--- config.mk ---
export PLATFORM = sky130hd
export DESIGN_NAME = int_to_float_flat
export DESIGN_NICKNAME = d
export VERILOG_FILES = /design/src/rtl/fpu_pkg.sv /design/src/rtl/int_to_float_if.sv /design/src/rtl/fp_round_rne.sv /design/src/rtl/int_to_float.sv /design/src/flat_wrapper.sv
export SDC_FILE = /design/constraint.sdc
export NUM_CORES = 1
export LEC_CHECK = 0
export CAP_MARGIN = 20
export CELL_PAD_IN_SITES_DETAIL_PLACEMENT = 0
export CELL_PAD_IN_SITES_GLOBAL_PLACEMENT = 1
export CORE_MARGIN = 1
export CORE_UTILIZATION = 41
export CTS_CLUSTER_SIZE = 40
export DETAILED_ROUTE_END_ITERATION = 12
export PLACE_DENSITY_LB_ADDON = 0.1
export SLEW_MARGIN = 10
export SYNTH_ARGS = -nofsm -noshare
export SYNTH_HDL_FRONTEND = slang
export SYNTH_SLANG_ARGS = --single-unit
--- constraint.sdc ---
create_clock -name clk -period 2.22 [get_ports clk]
set_input_delay 0.555 -clock clk [delete_from_list [all_inputs] [get_ports clk]]
set_output_delay 0.555 -clock clk [all_outputs]
set_load 0.1 [all_outputs]
--- src/rtl/fpu_pkg.sv ---
// Shared floating-point constants and the int_to_float FSM state encoding.
package fpu_pkg;

  localparam logic [7:0]  FP_BIAS       = 8'd127;
  localparam logic [7:0]  ITOF_EXP_INIT = 8'd158;
  localparam logic [31:0] FP_POS_ZERO   = 32'h0000_0000;

  typedef enum logic [1:0] {
    IDLE  = 2'd0,
    NORM  = 2'd1,
    ROUND = 2'd2,
    DONE  = 2'd3
  } itof_state_e;

endpackage

--- src/rtl/int_to_float_if.sv ---
// Operand/result handshake bundle for int_to_float.
interface int_to_float_if;

  logic        in_valid;
  logic        in_ready;
  logic [31:0] in_data;
  logic        out_valid;
  logic        out_ready;
  logic [31:0] out_data;

  modport slave (
    input  in_valid, in_data, out_ready,
    output in_ready, out_valid, out_data
  );

  modport master (
    output in_valid, in_data, out_ready,
    input  in_ready, out_valid, out_data
  );

endinterface

--- src/rtl/fp_round_rne.sv ---
// Packs a normalized magnitude into an IEEE-754 single.
// ITOF_RNE_EN selects round-to-nearest-even; otherwise the fraction is truncated.
module fp_round_rne (
  input  logic [31:0] mag,
  input  logic [7:0]  exp,
  input  logic        sign,
  output logic [31:0] result
);

  logic [22:0] frac;
  logic [7:0]  exp_r;

`ifdef ITOF_RNE_EN
  logic        guard;
  logic        sticky;
  logic        round_up;
  logic [23:0] frac_inc;
  logic        unused_bits;

  always_comb begin
    guard    = mag[7];
    sticky   = |mag[6:0];
    round_up = guard && (sticky || mag[8]);
    frac_inc = {1'b0, mag[30:8]} + {23'd0, round_up};
    // A fraction carry leaves frac at zero and bumps the exponent.
    frac     = frac_inc[22:0];
    exp_r    = exp + {7'd0, frac_inc[23]};
  end

  assign unused_bits = mag[31];
`else
  logic unused_bits;

  always_comb begin
    frac  = mag[30:8];
    exp_r = exp;
  end

  assign unused_bits = ^{mag[31], mag[7:0]};
`endif

  assign result = {sign, exp_r, frac};

endmodule

--- src/rtl/int_to_float.sv ---
// 32-bit signed integer to IEEE-754 single converter: iterative normalize, round, hold.
// Rounding mode is chosen by ITOF_RNE_EN inside fp_round_rne.
module int_to_float
  import fpu_pkg::*;
#(
  parameter int unsigned NORM_STEP = 1
) (
  input  logic               clk,
  input  logic               rst_n,
  int_to_float_if.slave      bus,
  output logic               busy
);

  itof_state_e state_q, state_d;
  logic [31:0] mag_q, mag_d;
  logic [7:0]  exp_q, exp_d;
  logic        sign_q, sign_d;
  logic [31:0] out_data_q, out_data_d;
  logic [31:0] rounded;

  fp_round_rne u_round (
    .mag    (mag_q),
    .exp    (exp_q),
    .sign   (sign_q),
    .result (rounded)
  );

  always_comb begin
    state_d    = state_q;
    mag_d      = mag_q;
    exp_d      = exp_q;
    sign_d     = sign_q;
    out_data_d = out_data_q;
    case (state_q)
      IDLE: begin
        if (bus.in_valid) begin
          sign_d = bus.in_data[31];
          mag_d  = bus.in_data[31] ? (~bus.in_data + 32'd1) : bus.in_data;
          // Zero skips NORM; with exp=0 and mag=0 the rounder yields +0 one cycle later.
          if (bus.in_data == 32'd0) begin
            exp_d   = 8'd0;
            state_d = ROUND;
          end else begin
            exp_d   = ITOF_EXP_INIT;
            state_d = NORM;
          end
        end
      end
      NORM: begin
        if (mag_q[31 -: NORM_STEP] == '0) begin
          mag_d = mag_q << NORM_STEP;
          exp_d = exp_q - 8'(NORM_STEP);
        end else if (!mag_q[31]) begin
          mag_d = mag_q << 1;
          exp_d = exp_q - 8'd1;
        end else begin
          state_d = ROUND;
        end
      end
      ROUND: begin
        out_data_d = rounded;
        state_d    = DONE;
      end
      DONE: begin
        if (bus.out_ready) state_d = IDLE;
      end
      default: state_d = IDLE;
    endcase
  end

  always_ff @(posedge clk or negedge rst_n) begin
    if (!rst_n) begin
      state_q    <= IDLE;
      mag_q      <= 32'd0;
      exp_q      <= 8'd0;
      sign_q     <= 1'b0;
      out_data_q <= FP_POS_ZERO;
    end else begin
      state_q    <= state_d;
      mag_q      <= mag_d;
      exp_q      <= exp_d;
      sign_q     <= sign_d;
      out_data_q <= out_data_d;
    end
  end

  assign bus.in_ready  = (state_q == IDLE);
  assign bus.out_valid = (state_q == DONE);
  assign bus.out_data  = out_data_q;
  assign busy          = (state_q != IDLE);

endmodule

--- src/flat_wrapper.sv ---
// flat-port wrapper written by rule: the top's interface ports become plain ports
module int_to_float_flat import fpu_pkg::*;
#(
  parameter int unsigned NORM_STEP = 1
)
  (clk, rst_n, busy, bus_in_valid, bus_in_data, bus_out_ready, bus_in_ready, bus_out_valid, bus_out_data);
  int_to_float_if bus_i ();
  input  logic clk;
  input  logic rst_n;
  output logic busy;
  input wire logic [$bits(bus_i.in_valid)-1:0] bus_in_valid;
  input wire logic [$bits(bus_i.in_data)-1:0] bus_in_data;
  input wire logic [$bits(bus_i.out_ready)-1:0] bus_out_ready;
  output wire logic [$bits(bus_i.in_ready)-1:0] bus_in_ready;
  output wire logic [$bits(bus_i.out_valid)-1:0] bus_out_valid;
  output wire logic [$bits(bus_i.out_data)-1:0] bus_out_data;
  assign bus_i.in_valid = bus_in_valid;
  assign bus_i.in_data = bus_in_data;
  assign bus_i.out_ready = bus_out_ready;
  assign bus_in_ready = bus_i.in_ready;
  assign bus_out_valid = bus_i.out_valid;
  assign bus_out_data = bus_i.out_data;
  int_to_float #(.NORM_STEP(NORM_STEP)) u_core (.clk(clk), .rst_n(rst_n), .bus(bus_i), .busy(busy));
endmodule
==> impl_metrics.json <==
{
  "status": "completed",
  "syn_inst": 406,
  "numPortBuffers": 70,
  "initialDrtViolationCount": 155,
  "yosysTopAreaCell": "dfrtp_1",
  "fin_worst_skew_ps": 10.3,
  "routabilityCongestion": 0.883,
  "hold_violations": 0,
  "nNetsFinal": 583,
  "utilization": 0.596,
  "pre_cts_ws_ps": -540,
  "tightest_slew_ps": 578,
  "slew_viol_final": 0,
  "timing.rr.end": "u_core.exp_q[2]$_DFFE_PN0P_",
  "leakagePower_nw": 2.60,
  "insertion_delay_ps": 360,
  "relSlewSlack": 0.613,
  "p_per_area_nw_per_um2": 1610,
  "path_class": "in -> reg",
  "detail-route-antenna-nets": 0,
  "synth_edf_count": 0,
  "postCtsHoldBufs": 0,
  "worstPathArrival_ps": 2390,
  "rr_worst_depth": 6,
  "cts_buffers": 9,
  "ys_seq_area_frac": 0.453,
  "grt_pass1_wl_um": 18700,
  "drive_gt1_frac": 0.344,
  "syn_nets": 449,
  "cp_max_fo": 3,
  "first_global_vias": 3748,
  "fin_crit_sh": 0.966,
  "setup_viol": 0,
  "hold_ws_ps": 147,
  "root_buffer": "clkbuf_8",
  "row_count": 36,
  "synth_area_um2": 4140,
  "ys_warn_count": 0,
  "die_x_um": 103,
  "end_kind": "flop",
  "max-clock-path-buffers": 2,
  "ys_ff_latch": 75,
  "finalNonFillerCells": 677,
  "avgViaCountPerCell": 5.44,
  "startpoint_type": "primary input",
  "netlist.area_leader.share": 0.453,
  "io_pins": 71,
  "finalPower_mw": 9.37,
  "synthDistinctLibCells": 54,
  "ir_drop_mv": 1.07,
  "maxCapViolCount": 0,
  "r2r_slack_ps": 190,
  "finalWirelength_um": 11500,
  "ys.flop_type": "dfrtp_1",
  "fmax_mhz": 466,
  "cts_tree": "built",
  "drt-wirelength-per-cell_um": 17.1,
  "syn_avg_cell_area_um2": 10.2,
  "design.core.area_um2": 9770,
  "grt_max_degree": 36,
  "min_path_type": "in -> async",
  "first_pass_iters": 4,
  "overflow": 0,
  "layout_setup_ws_ps": 75.6,
  "die_height_um": 103,
  "grt_antenna_before_repair": 0,
  "htreeDepth": 3,
  "fin_crit_ps": 2140,
  "drc_errors": 0,
  "synth.area.top_cells": "dfrtp_1 45%, mux2_2 9.0%, xor2_1 4.7%",
  "dr_total_vias": 3683,
  "rr_startpoint": "u_core.state_q[1]$_DFFE_PN0P_",
  "hpwl_um": 8650,
  "track_usage": 0.237,
  "die_area_um2": 10500,
  "dp.cells": 657,
  "clkTransAtPathRegs_ps": 80,
  "n_antenna_cell": 0,
  "async_flop_share": 1.00,
  "start_util": 0.424,
  "cts.sinks": 75,
  "area_growth_pct": 40.6,
  "cp_data_required_time_ps": 2460
}
[critical path, cell delays in order]
cell and delay, ps:
clkdlybuf4s50_1 470, buf_4 180, or4_1 550, o31a_1 340, xnor2_1 190, a21boi_1 100
[flip-flops by register name, summed over array words and instances (netlist names)]
| name | cells |
|---|---|
| u_core.sign_q | 1 |
| u_core.state_q | 2 |
| u_core.exp_q | 8 |
| u_core.bus.out_data | 32 |
| u_core.mag_q | 32 |
[Yosys cell counts (2+ instances only)]
library cell,number
nand4_1,4
nor3b_1,3
a21oi_1,22
or4_4,2
o31ai_1,9
nand2b_1,2
o21ai_0,30
clkbuf_1,17
nor2_1,31
nand2_1,25
or2_2,2
or4_1,4
nor2b_1,4
mux2_2,33
nor3_1,6
nor4_2,3
dfrtp_1,75
a221oi_1,3
a21boi_0,2
ha_1,7
a221o_1,5
inv_1,12
o211ai_1,6
or3_1,5
o22ai_1,9
a22oi_1,8
nor4_1,6
o41ai_1,8
xor2_1,22
buf_6,2
mux2i_1,3
a2bb2oi_1,2
xnor2_1,6
nand3_1,7
a31oi_1,2
[routing by layer]
| layer | part of all wire | global-route usage | up-vias |
|---|---|---|---|
| li1 | - | - | 1770 |
| met1 | 0.42 | 0.299 | 1794 |
| met2 | 0.51 | 0.402 | 101 |
| met3 | 0.046 | 0.0353 | 18 |
| met4 | 0.022 | 0.103 | 0 |
| met5 | 0 | 0 | - |
[final cells by class]
class	count	area (um^2)
repair buffers	145	1250
clock buffers	11	151
flip-flops and latches	75	1880
inverters	12	45.0
multi-input cells	297	2230
fillers	859	3950
clock inverters	4	97.6
well taps	133	166
[cell usage in the layout (no fill, tap or decap), types with 6 or more instances in the layout]
master	netlist	layout
nor2_1	31	30
buf_4	0	105
dlygate4sd2_1	0	6
buf_12	0	6
o22ai_1	9	9
clkdlybuf4s50_1	0	23
mux2_2	33	33
nand2_1	25	25
a21oi_1	22	22
o211ai_1	6	6
o31ai_1	9	8
xor2_1	22	22
xnor2_1	6	6
a22oi_1	8	8
clkbuf_8	1	11
o21ai_0	30	30
inv_1	12	11
dfrtp_1	75	75
nand3_1	7	6
[cell families (layout without fill, tap and decap cells)]
kind of cell	after synthesis	count (layout)	synth area share
buffers and inverters	34	172	0.0390
AO/OA/AOI/OAI	116	116	0.188
multiplexers	36	36	0.0970
AND/OR/NAND/NOR	110	110	0.143
XOR/XNOR	28	28	0.0592
flip-flops	75	75	0.453
adder cells (fa/ha/maj)	7	7	0.0211
[how the worst max path moves through the flow]
stage                                        startpoint                           end  cells after the start  slack [ps]
after global routing                    bus_in_data[21]  u_core.mag_q[25]$_DFFE_PN0P_                      6          -5
after global placement                  bus_in_data[15]  u_core.mag_q[26]$_DFFE_PN0P_                      7        -540
after CTS                                bus_in_data[0]  u_core.mag_q[22]$_DFFE_PN0P_                     10           6
after detailed placement                bus_in_data[15]  u_core.mag_q[26]$_DFFE_PN0P_                      7        -540
after floorplan           u_core.state_q[0]$_DFFE_PN0P_  u_core.mag_q[24]$_DFFE_PN0P_                      9          40
final                                   bus_in_data[16]  u_core.mag_q[22]$_DFFE_PN0P_                      6          80
[metrics by stage]
stage	TNS [ps]	cell area [um^2]
CTS	0	5740
global route	-5.29	5820
global placement	-11220	5420
floorplan	0	4160
detailed placement	-12180	5420
finish	0	5820
[report_power, final]
part / switching, mW / leakage, nW / internal [mW]
Sequential: 0.499 / 0.935 / 2.00
Combinational: 3.69 / 1.55 / 1.86
Clock: 0.520 / 0.122 / 0.802
[repair_timing]
item / in CTS / in global routing
setup buffers: 2 / 3
endpoints found under the setup margin: 18 / 25
resized for setup: 18 / 14
pin swaps: 7 / 7
Note: power is estimated with default switching activity, not from simulation.
